`src/rtl/fftl_seq_ctrl.sv`:
```
// Fine frequency tracking loop sequencer and supervisor (ref_clk domain).
// Powers the aux oscillator, waits for it to settle, enables tracking with a
// coarse step, gear-shifts step/averaging down as the fine code dithers,
// declares lock and flags saturation/timeout failures.
// Ports:
//   ref_clk, rst (sync, active-high), seq_en (level enable)
//   commit_in, fine_code_in[7:0]      : async inputs from the tracking loop
//   aux_osc_en, fftl_en               : oscillator / loop enables
//   fine_con_step_size[3:0]           : current step size
//   fine_control_avg_window_select[4:0]: current averaging window
//   locked, fail, fail_cause[1:0] (0 none, 1 saturation, 2 timeout)
//   seq_state[2:0]                    : IDLE=0 SETTLE=1 TRACK=2 LOCKED=3 FAIL=4
module fftl_seq_ctrl #(
  parameter int unsigned SETTLE_CYCLES  = 1024,
  parameter int unsigned START_STEP     = 8,
  parameter int unsigned MIN_STEP       = 1,
  parameter int unsigned REV_PER_GEAR   = 4,
  parameter int unsigned LOCK_WIN       = 2,
  parameter int unsigned LOCK_COUNT     = 8,
  parameter int unsigned UNLOCK_WIN     = 6,
  parameter int unsigned AVG_WIN_COARSE = 4,
  parameter int unsigned AVG_WIN_FINE   = 8,
  parameter int unsigned TIMEOUT_CYCLES = 1 << 20
) (
  input  logic       ref_clk,
  input  logic       rst,
  input  logic       seq_en,
  input  logic       commit_in,
  input  logic [7:0] fine_code_in,
  output logic       aux_osc_en,
  output logic       fftl_en,
  output logic [3:0] fine_con_step_size,
  output logic [4:0] fine_control_avg_window_select,
  output logic       locked,
  output logic       fail,
  output logic [1:0] fail_cause,
  output logic [2:0] seq_state
);

  localparam int unsigned SW  = $clog2(SETTLE_CYCLES + 1);
  localparam int unsigned TW  = $clog2(TIMEOUT_CYCLES + 1);
  localparam int unsigned RW  = $clog2(REV_PER_GEAR + 1);
  localparam int unsigned LW  = $clog2(LOCK_COUNT + 1);
  localparam logic [3:0] START_S = 4'(START_STEP);
  localparam logic [3:0] MIN_S   = 4'(MIN_STEP);
  localparam logic [4:0] AVG_C   = 5'(AVG_WIN_COARSE);
  localparam logic [4:0] AVG_F   = 5'(AVG_WIN_FINE);

  typedef enum logic [2:0] {
    S_IDLE   = 3'd0,
    S_SETTLE = 3'd1,
    S_TRACK  = 3'd2,
    S_LOCKED = 3'd3,
    S_FAIL   = 3'd4
  } state_t;

  typedef enum logic [1:0] {
    DIR_NONE = 2'd0,
    DIR_UP   = 2'd1,
    DIR_DOWN = 2'd2
  } dir_t;

  // Input synchronizers and commit-edge delay
  logic       commit_s1, commit_s2, commit_d;
  logic [7:0] code_s1, code_s2;
  logic       pend_q;
  logic [1:0] dcnt_q;
  logic       commit_edge, upd;

  assign commit_edge = commit_s2 & ~commit_d;
  // A fresh edge on the firing cycle restarts the delay instead of firing.
  assign upd = pend_q && (dcnt_q == 2'd2) && !commit_edge;

  always_ff @(posedge ref_clk) begin
    if (rst) begin
      commit_s1 <= 1'b0;
      commit_s2 <= 1'b0;
      commit_d  <= 1'b0;
      code_s1   <= '0;
      code_s2   <= '0;
      pend_q    <= 1'b0;
      dcnt_q    <= '0;
    end else begin
      commit_s1 <= commit_in;
      commit_s2 <= commit_s1;
      commit_d  <= commit_s2;
      code_s1   <= fine_code_in;
      code_s2   <= code_s1;
      if (commit_edge) begin
        pend_q <= 1'b1;
        dcnt_q <= '0;
      end else if (pend_q) begin
        if (dcnt_q == 2'd2) pend_q <= 1'b0;
        else                dcnt_q <= dcnt_q + 2'd1;
      end
    end
  end

  // Sequencer state
  state_t      state_q, state_d;
  logic [SW-1:0] scnt_q, scnt_d;
  logic [TW-1:0] tcnt_q, tcnt_d;
  logic [3:0]  step_q, step_d;
  logic [4:0]  avg_q, avg_d;
  logic [7:0]  prev_q, prev_d;
  logic [7:0]  anchor_q, anchor_d;
  dir_t        dir_q, dir_d;
  logic [RW-1:0] rev_q, rev_d;
  logic [LW-1:0] lock_q, lock_d;
  logic [1:0]  cause_q, cause_d;

  always_ff @(posedge ref_clk) begin
    if (rst) begin
      state_q  <= S_IDLE;
      scnt_q   <= '0;
      tcnt_q   <= '0;
      step_q   <= START_S;
      avg_q    <= AVG_C;
      prev_q   <= '0;
      anchor_q <= '0;
      dir_q    <= DIR_NONE;
      rev_q    <= '0;
      lock_q   <= '0;
      cause_q  <= '0;
    end else begin
      state_q  <= state_d;
      scnt_q   <= scnt_d;
      tcnt_q   <= tcnt_d;
      step_q   <= step_d;
      avg_q    <= avg_d;
      prev_q   <= prev_d;
      anchor_q <= anchor_d;
      dir_q    <= dir_d;
      rev_q    <= rev_d;
      lock_q   <= lock_d;
      cause_q  <= cause_d;
    end
  end

  // Per-update derived quantities (code_new is the synced code at the event)
  dir_t        dir_new;
  logic        reversal, saturated;
  logic [3:0]  half_step;
  logic signed [8:0] diff;
  logic [8:0]  mag;

  always_comb begin
    dir_new = DIR_NONE;
    if (code_s2 > prev_q)      dir_new = DIR_UP;
    else if (code_s2 < prev_q) dir_new = DIR_DOWN;
    reversal  = (dir_new == DIR_UP && dir_q == DIR_DOWN) ||
                (dir_new == DIR_DOWN && dir_q == DIR_UP);
    saturated = (code_s2 == 8'd0) || (code_s2 == 8'd255);
    half_step = ((step_q >> 1) < MIN_S) ? MIN_S : (step_q >> 1);
    diff      = $signed({1'b0, code_s2}) - $signed({1'b0, anchor_q});
    mag       = diff[8] ? $unsigned(-diff) : $unsigned(diff);
  end

  always_comb begin
    state_d  = state_q;
    scnt_d   = scnt_q;
    tcnt_d   = tcnt_q;
    step_d   = step_q;
    avg_d    = avg_q;
    prev_d   = prev_q;
    anchor_d = anchor_q;
    dir_d    = dir_q;
    rev_d    = rev_q;
    lock_d   = lock_q;
    cause_d  = cause_q;

    case (state_q)
      S_IDLE: begin
        if (seq_en) begin
          state_d = S_SETTLE;
          scnt_d  = '0;
        end
      end
      S_SETTLE: begin
        if (scnt_q == SW'(SETTLE_CYCLES - 1)) begin
          state_d = S_TRACK;
          step_d  = START_S;
          avg_d   = AVG_C;
          prev_d  = code_s2;
          dir_d   = DIR_NONE;
          rev_d   = '0;
          lock_d  = '0;
          tcnt_d  = '0;
        end else begin
          scnt_d = scnt_q + SW'(1);
        end
      end
      S_TRACK: begin
        if (upd && saturated) begin
          state_d = S_FAIL;
          cause_d = 2'd1;
        end else if (tcnt_q == TW'(TIMEOUT_CYCLES - 1)) begin
          state_d = S_FAIL;
          cause_d = 2'd2;
        end else begin
          tcnt_d = tcnt_q + TW'(1);
          if (upd) begin
            prev_d = code_s2;
            if (dir_new != DIR_NONE) dir_d = dir_new;
            // Lock qualification uses the step in force before this update,
            // so the update that enters MIN_STEP only seeds the anchor.
            if (step_q == MIN_S) begin
              if (mag <= 9'(LOCK_WIN)) begin
                lock_d = lock_q + LW'(1);
                if (lock_q == LW'(LOCK_COUNT - 1)) state_d = S_LOCKED;
              end else begin
                anchor_d = code_s2;
                lock_d   = '0;
              end
            end else if (reversal) begin
              if (rev_q == RW'(REV_PER_GEAR - 1)) begin
                step_d = half_step;
                rev_d  = '0;
                if (half_step == MIN_S) begin
                  avg_d    = AVG_F;
                  anchor_d = code_s2;
                  lock_d   = '0;
                end
              end else begin
                rev_d = rev_q + RW'(1);
              end
            end
          end
        end
      end
      S_LOCKED: begin
        if (upd) begin
          prev_d = code_s2;
          if (saturated) begin
            state_d = S_FAIL;
            cause_d = 2'd1;
          end else if (mag > 9'(UNLOCK_WIN)) begin
            state_d = S_TRACK;
            step_d  = START_S;
            avg_d   = AVG_C;
            rev_d   = '0;
            lock_d  = '0;
            dir_d   = DIR_NONE;
            tcnt_d  = '0;
          end
        end
      end
      S_FAIL: ;
      default: state_d = S_IDLE;
    endcase

    if (!seq_en) begin
      state_d = S_IDLE;
      cause_d = '0;
      step_d  = START_S;
      avg_d   = AVG_C;
    end
  end

  assign aux_osc_en = (state_q == S_SETTLE) || (state_q == S_TRACK) ||
                      (state_q == S_LOCKED);
  assign fftl_en    = (state_q == S_TRACK) || (state_q == S_LOCKED);
  assign locked     = (state_q == S_LOCKED);
  assign fail       = (state_q == S_FAIL);
  assign fail_cause = cause_q;
  assign seq_state  = state_q;
  assign fine_con_step_size             = step_q;
  assign fine_control_avg_window_select = avg_q;

endmodule

```
`config.mk`:
```
export PLATFORM = sky130hd
export DESIGN_NAME = fftl_seq_ctrl
export DESIGN_NICKNAME = d
export VERILOG_FILES = /design/src/rtl/fftl_seq_ctrl.sv
export SDC_FILE = /design/constraint.sdc
export NUM_CORES = 1
export LEC_CHECK = 0
export CORE_MARGIN = 2
export CORE_UTILIZATION = 55
export CTS_CLUSTER_DIAMETER = 150
export DETAILED_ROUTE_END_ITERATION = 16
export PLACE_DENSITY_LB_ADDON = 0.1
export SETUP_SLACK_MARGIN = 0.3
export SYNTH_ARGS = -nofsm -noshare
export SYNTH_HDL_FRONTEND = slang
export SYNTH_SLANG_ARGS = --single-unit
```
`constraint.sdc`:
```
create_clock -name ref_clk -period 6.45 [get_ports ref_clk]
set_input_delay 1.29 -clock ref_clk [delete_from_list [all_inputs] [get_ports ref_clk]]
set_output_delay 1.29 -clock ref_clk [all_outputs]
set_load 0.03 [all_outputs]
```
==> reports/metrics.csv <==
stage,metric,value,unit
run_status,run status,"complete, no violations",
timing,Final setup viols,0,
timing,min Tclk post-route,4.09,ns
final_layout,# nets final,625,
pwr,maximum vdd drop,0.130,mV
final_layout,"Core Util, Final",62.0,%
placement,Placement Cell Area,5140,µm²
synth,sequential share of the synthesized area,37.2,%
cts,Post-CTS Resized,0,
final_layout,# diodes,0,
final_layout,fin area,5360,µm²
timing,Final Hold Fails,0,
cts,Clock transition at path regs,0.09,ns
hold_path,hold path start,code_s1[6],
placement,dpl hpwl,7170,µm
floorplan,Rows,34,
global_routing,first-pass GRT wire length,17400,µm
cts,"Clk Latency, worst-skew pair",0.36,ns
synth,register bit total from synthesis,90,
cts,# hold bufs at CTS,0,
timing,Slew headroom,30.6,%
synth,Post-synth top cells,"dfxtp_1 (90), nor2_1 (63), a21oi_1 (37), nand2_1 (36), nor2b_1 (30)",
cts,root buffer cell,clkbuf_8,
setup_path,worst reg2reg startpoint,code_s2[0],
synth,fraction of synthesized cell area taken by the top area cell type,37.2,%
timing,slew of the pin with the lowest slew margin,1.04,ns
synth,Gate Count Post-Synth,574,
global_routing,initial antenna violation count,0,
synth,"top cells by area, synth","dfxtp_1 (37%), ha_1 (5.4%), nor2_1 (4.9%), nor2b_1 (3.9%), a21oi_1 (3.8%)",
synth,Mapped Area,4850,µm²
cts,CTS tree,done,
routing,Final Routed Wirelength,9970,µm
setup_path,crit path cell chain,inv_1 -> ha_1 -> inv_1 -> fa_1 -> xor2_1 -> nor3b_2 -> o21ai_1 -> o21a_1 -> o2111a_1 -> o211ai_1 -> nand3_1 -> or3_1 -> a21oi_1,
hold_path,Hold WC Path Type,reg2reg,
final_layout,layout cells sized above 1,5.71,%
flow_run,max_cap viols,0,
floorplan,Core Area,8640,µm²
synth,Yosys top cell by area,dfxtp_1,
timing,setup TNS,0,ns
routing,DR vias/cell,5.73,
routing,Antenna Nets Post-Route,0,
hold_path,cell count of the worst hold path,1,
synth,Cell variety after synth,65,
global_routing,GRT overflow,0,
global_routing,largest net degree at the start of global routing,52,
synth,Post-Syn Area per Cell,8.44,µm²
setup_path,Worst Setup End Kind,flop,
setup_path,slowest cell on the critical path,o211ai_1,
setup_path,Worst path max stage delay,0.82,ns
synth,Post-synth EDFFs,0,
setup_path,startpoint types,flop,
setup_path,reg2reg path depth,13,
global_routing,All-Layer GR Usage,21.6,%
pwr,PwrDens,213,nW/µm²
setup_path,Worst EP arrival,4.37,ns
placement,input/output buffers,26,
floorplan,die area,9580,µm²
pwr,Tot Pwr,1140,µW
timing,Tcrit/Tclk final,63.4,%
placement,Placement Setup Slack,2.43,ns
synth,asr flop ratio synth,0,%
routing,drt first pass iters,5,
setup_path,R2R Setup Slk,2.36,ns
setup_path,reg2reg end,tcnt_q[17],
pwr,leakage,0.00195,µW
cts,# clock sinks,90,
cts,Longest Clk Path Bufs,2,
synth,ys flop type,dfxtp_1,
floorplan,die width,97.9,µm
floorplan,initial core utilization,56.1,%
hold_path,WHS Endpoint,code_s2[6],
final_layout,# fillers,761,
cts,CTS Buf Count,9,
synth,most common cell in the netlist,dfxtp_1,
routing,wire length per cell,14.2,µm
floorplan,die height,97.9,µm
routing,DR vias,4025,
timing,Worst Skew,0.00790,ns
routing,# DRC,0,
timing,Fmax,245,MHz
placement,RePlAce Congestion,0.878,
floorplan,IO Count,30,
routing,DR iter-0 viols,195,
cts,CTS H-tree depth,3,
synth,Syn. warnings,0,
setup_path,Critical Path RT,6.73,ns
cts,Post-CTS Setup Inserts,0,
setup_path,WS Path Type,reg2reg,
timing,RSZ-0062 raised after global routing,false,
timing,fin worst setup slack,2.36,ns
setup_path,crit-path most repeated cell,inv_1,
global_routing,number of global-route vias before repair,3889,
final_layout,area grow syn2layout,10.5,%
setup_path,CP max FO,14,
timing,Final Max Tran Viols,0,
==> metal layers <==
metal	up-vias	global-route usage [%]	share of wire, %
met3	13	4.29	3.2
li1	2069	-	-
met2	62	36.9	48
met1	1881	27.3	48
met4	0	7.16	1.6
met5	-	0	0
==> logic make-up after synthesis <==
kind of cell / after synthesis / share of synthesized area [%]
fa+ha+maj: 22 / 5.84
simple gates: 249 / 28.0
compound gates: 118 / 16.3
buf+inv: 52 / 4.54
xor+xnor: 26 / 4.70
mux: 16 / 3.30
flops: 90 / 37.2
other cells: 1 / 0.0774
==> layout by cell type, fill, tap and decap left out, drive strengths merged, types with 4 or more instances in the layout <==
cell and count:
and2 5, o21a 6, o31ai 4, nor2b 30, nand2b 5, nor2 63, inv 30, xnor2 8
o211ai 7, mux2i 16, a21o 8, o21ai 28, a21oi 39, clkdlybuf4s50 25, nand2 36, nor4 7
o211a 4, or4 4, nand4 25, nor3 10, nand3 23, clkbuf 9, xor2 18, or3 13
ha 21, and3 7, dfxtp 90
==> registers in the layout, indices dropped and copies added (netlist names), 3 cells and up <==
name and cells:
anchor_q 8, code_s1 8, code_s2 8, fine_con_step_size 4, lock_q 4, prev_q 8, rev_q 3, scnt_q 11
seq_state 3, tcnt_q 21
==> through the flow <==
step	hold slack, ns	cells
CTS	0.446	703
floorplan	0.414	576
finish	0.444	703
global route	0.458	703
detailed placement	0.425	688
global placement	0.416	688
==> cell type report <==
| cell class | count | area (µm²) | area share [%] |
|---|---|---|---|
| Clock buffer | 9 | 124 | 2.31 |
| Tap cell | 108 | 135 | 2.52 |
| Inverter | 29 | 109 | 2.03 |
| Sequential cell | 90 | 1800 | 33.6 |
| Clock inverter | 6 | 91.3 | 1.71 |
| Timing Repair Buffer | 27 | 263 | 4.91 |
| Multi-Input combinational cell | 434 | 2830 | 52.9 |
==> report_power, final <==
group          total (µW)  switching, µW  internal (µW)
clock                 420            202            218
sequential            574           9.64            565
combinational         144           90.1           54.4
==> worst max path at each step <==
stage | cells after the start | start | slack [ns] | endpoint
2_1_floorplan | 13 | code_s2[0] | 3.26 | lock_q[2]
3_5_place_dp | 13 | code_s2[0] | 2.43 | tcnt_q[17]
4_1_cts | 13 | code_s2[0] | 2.39 | tcnt_q[17]
5_1_grt | 13 | code_s2[0] | 2.06 | tcnt_q[13]
6_report | 13 | code_s2[0] | 2.36 | tcnt_q[17]
3_3_place_gp | 13 | code_s2[0] | 2.62 | tcnt_q[13]
==> critical path, delay by kind of cell (launching register included) <==
family	cells	cell delay, ns
AOI/OAI and AO/OA	5	1.60
and+or+nand+nor	3	1.08
xor gates and xnor gates	1	0.23
adders and majority gates	2	0.60
buffers and inverters	2	0.16
DFF	1	0.35
(Power assumes the default switching activity.)
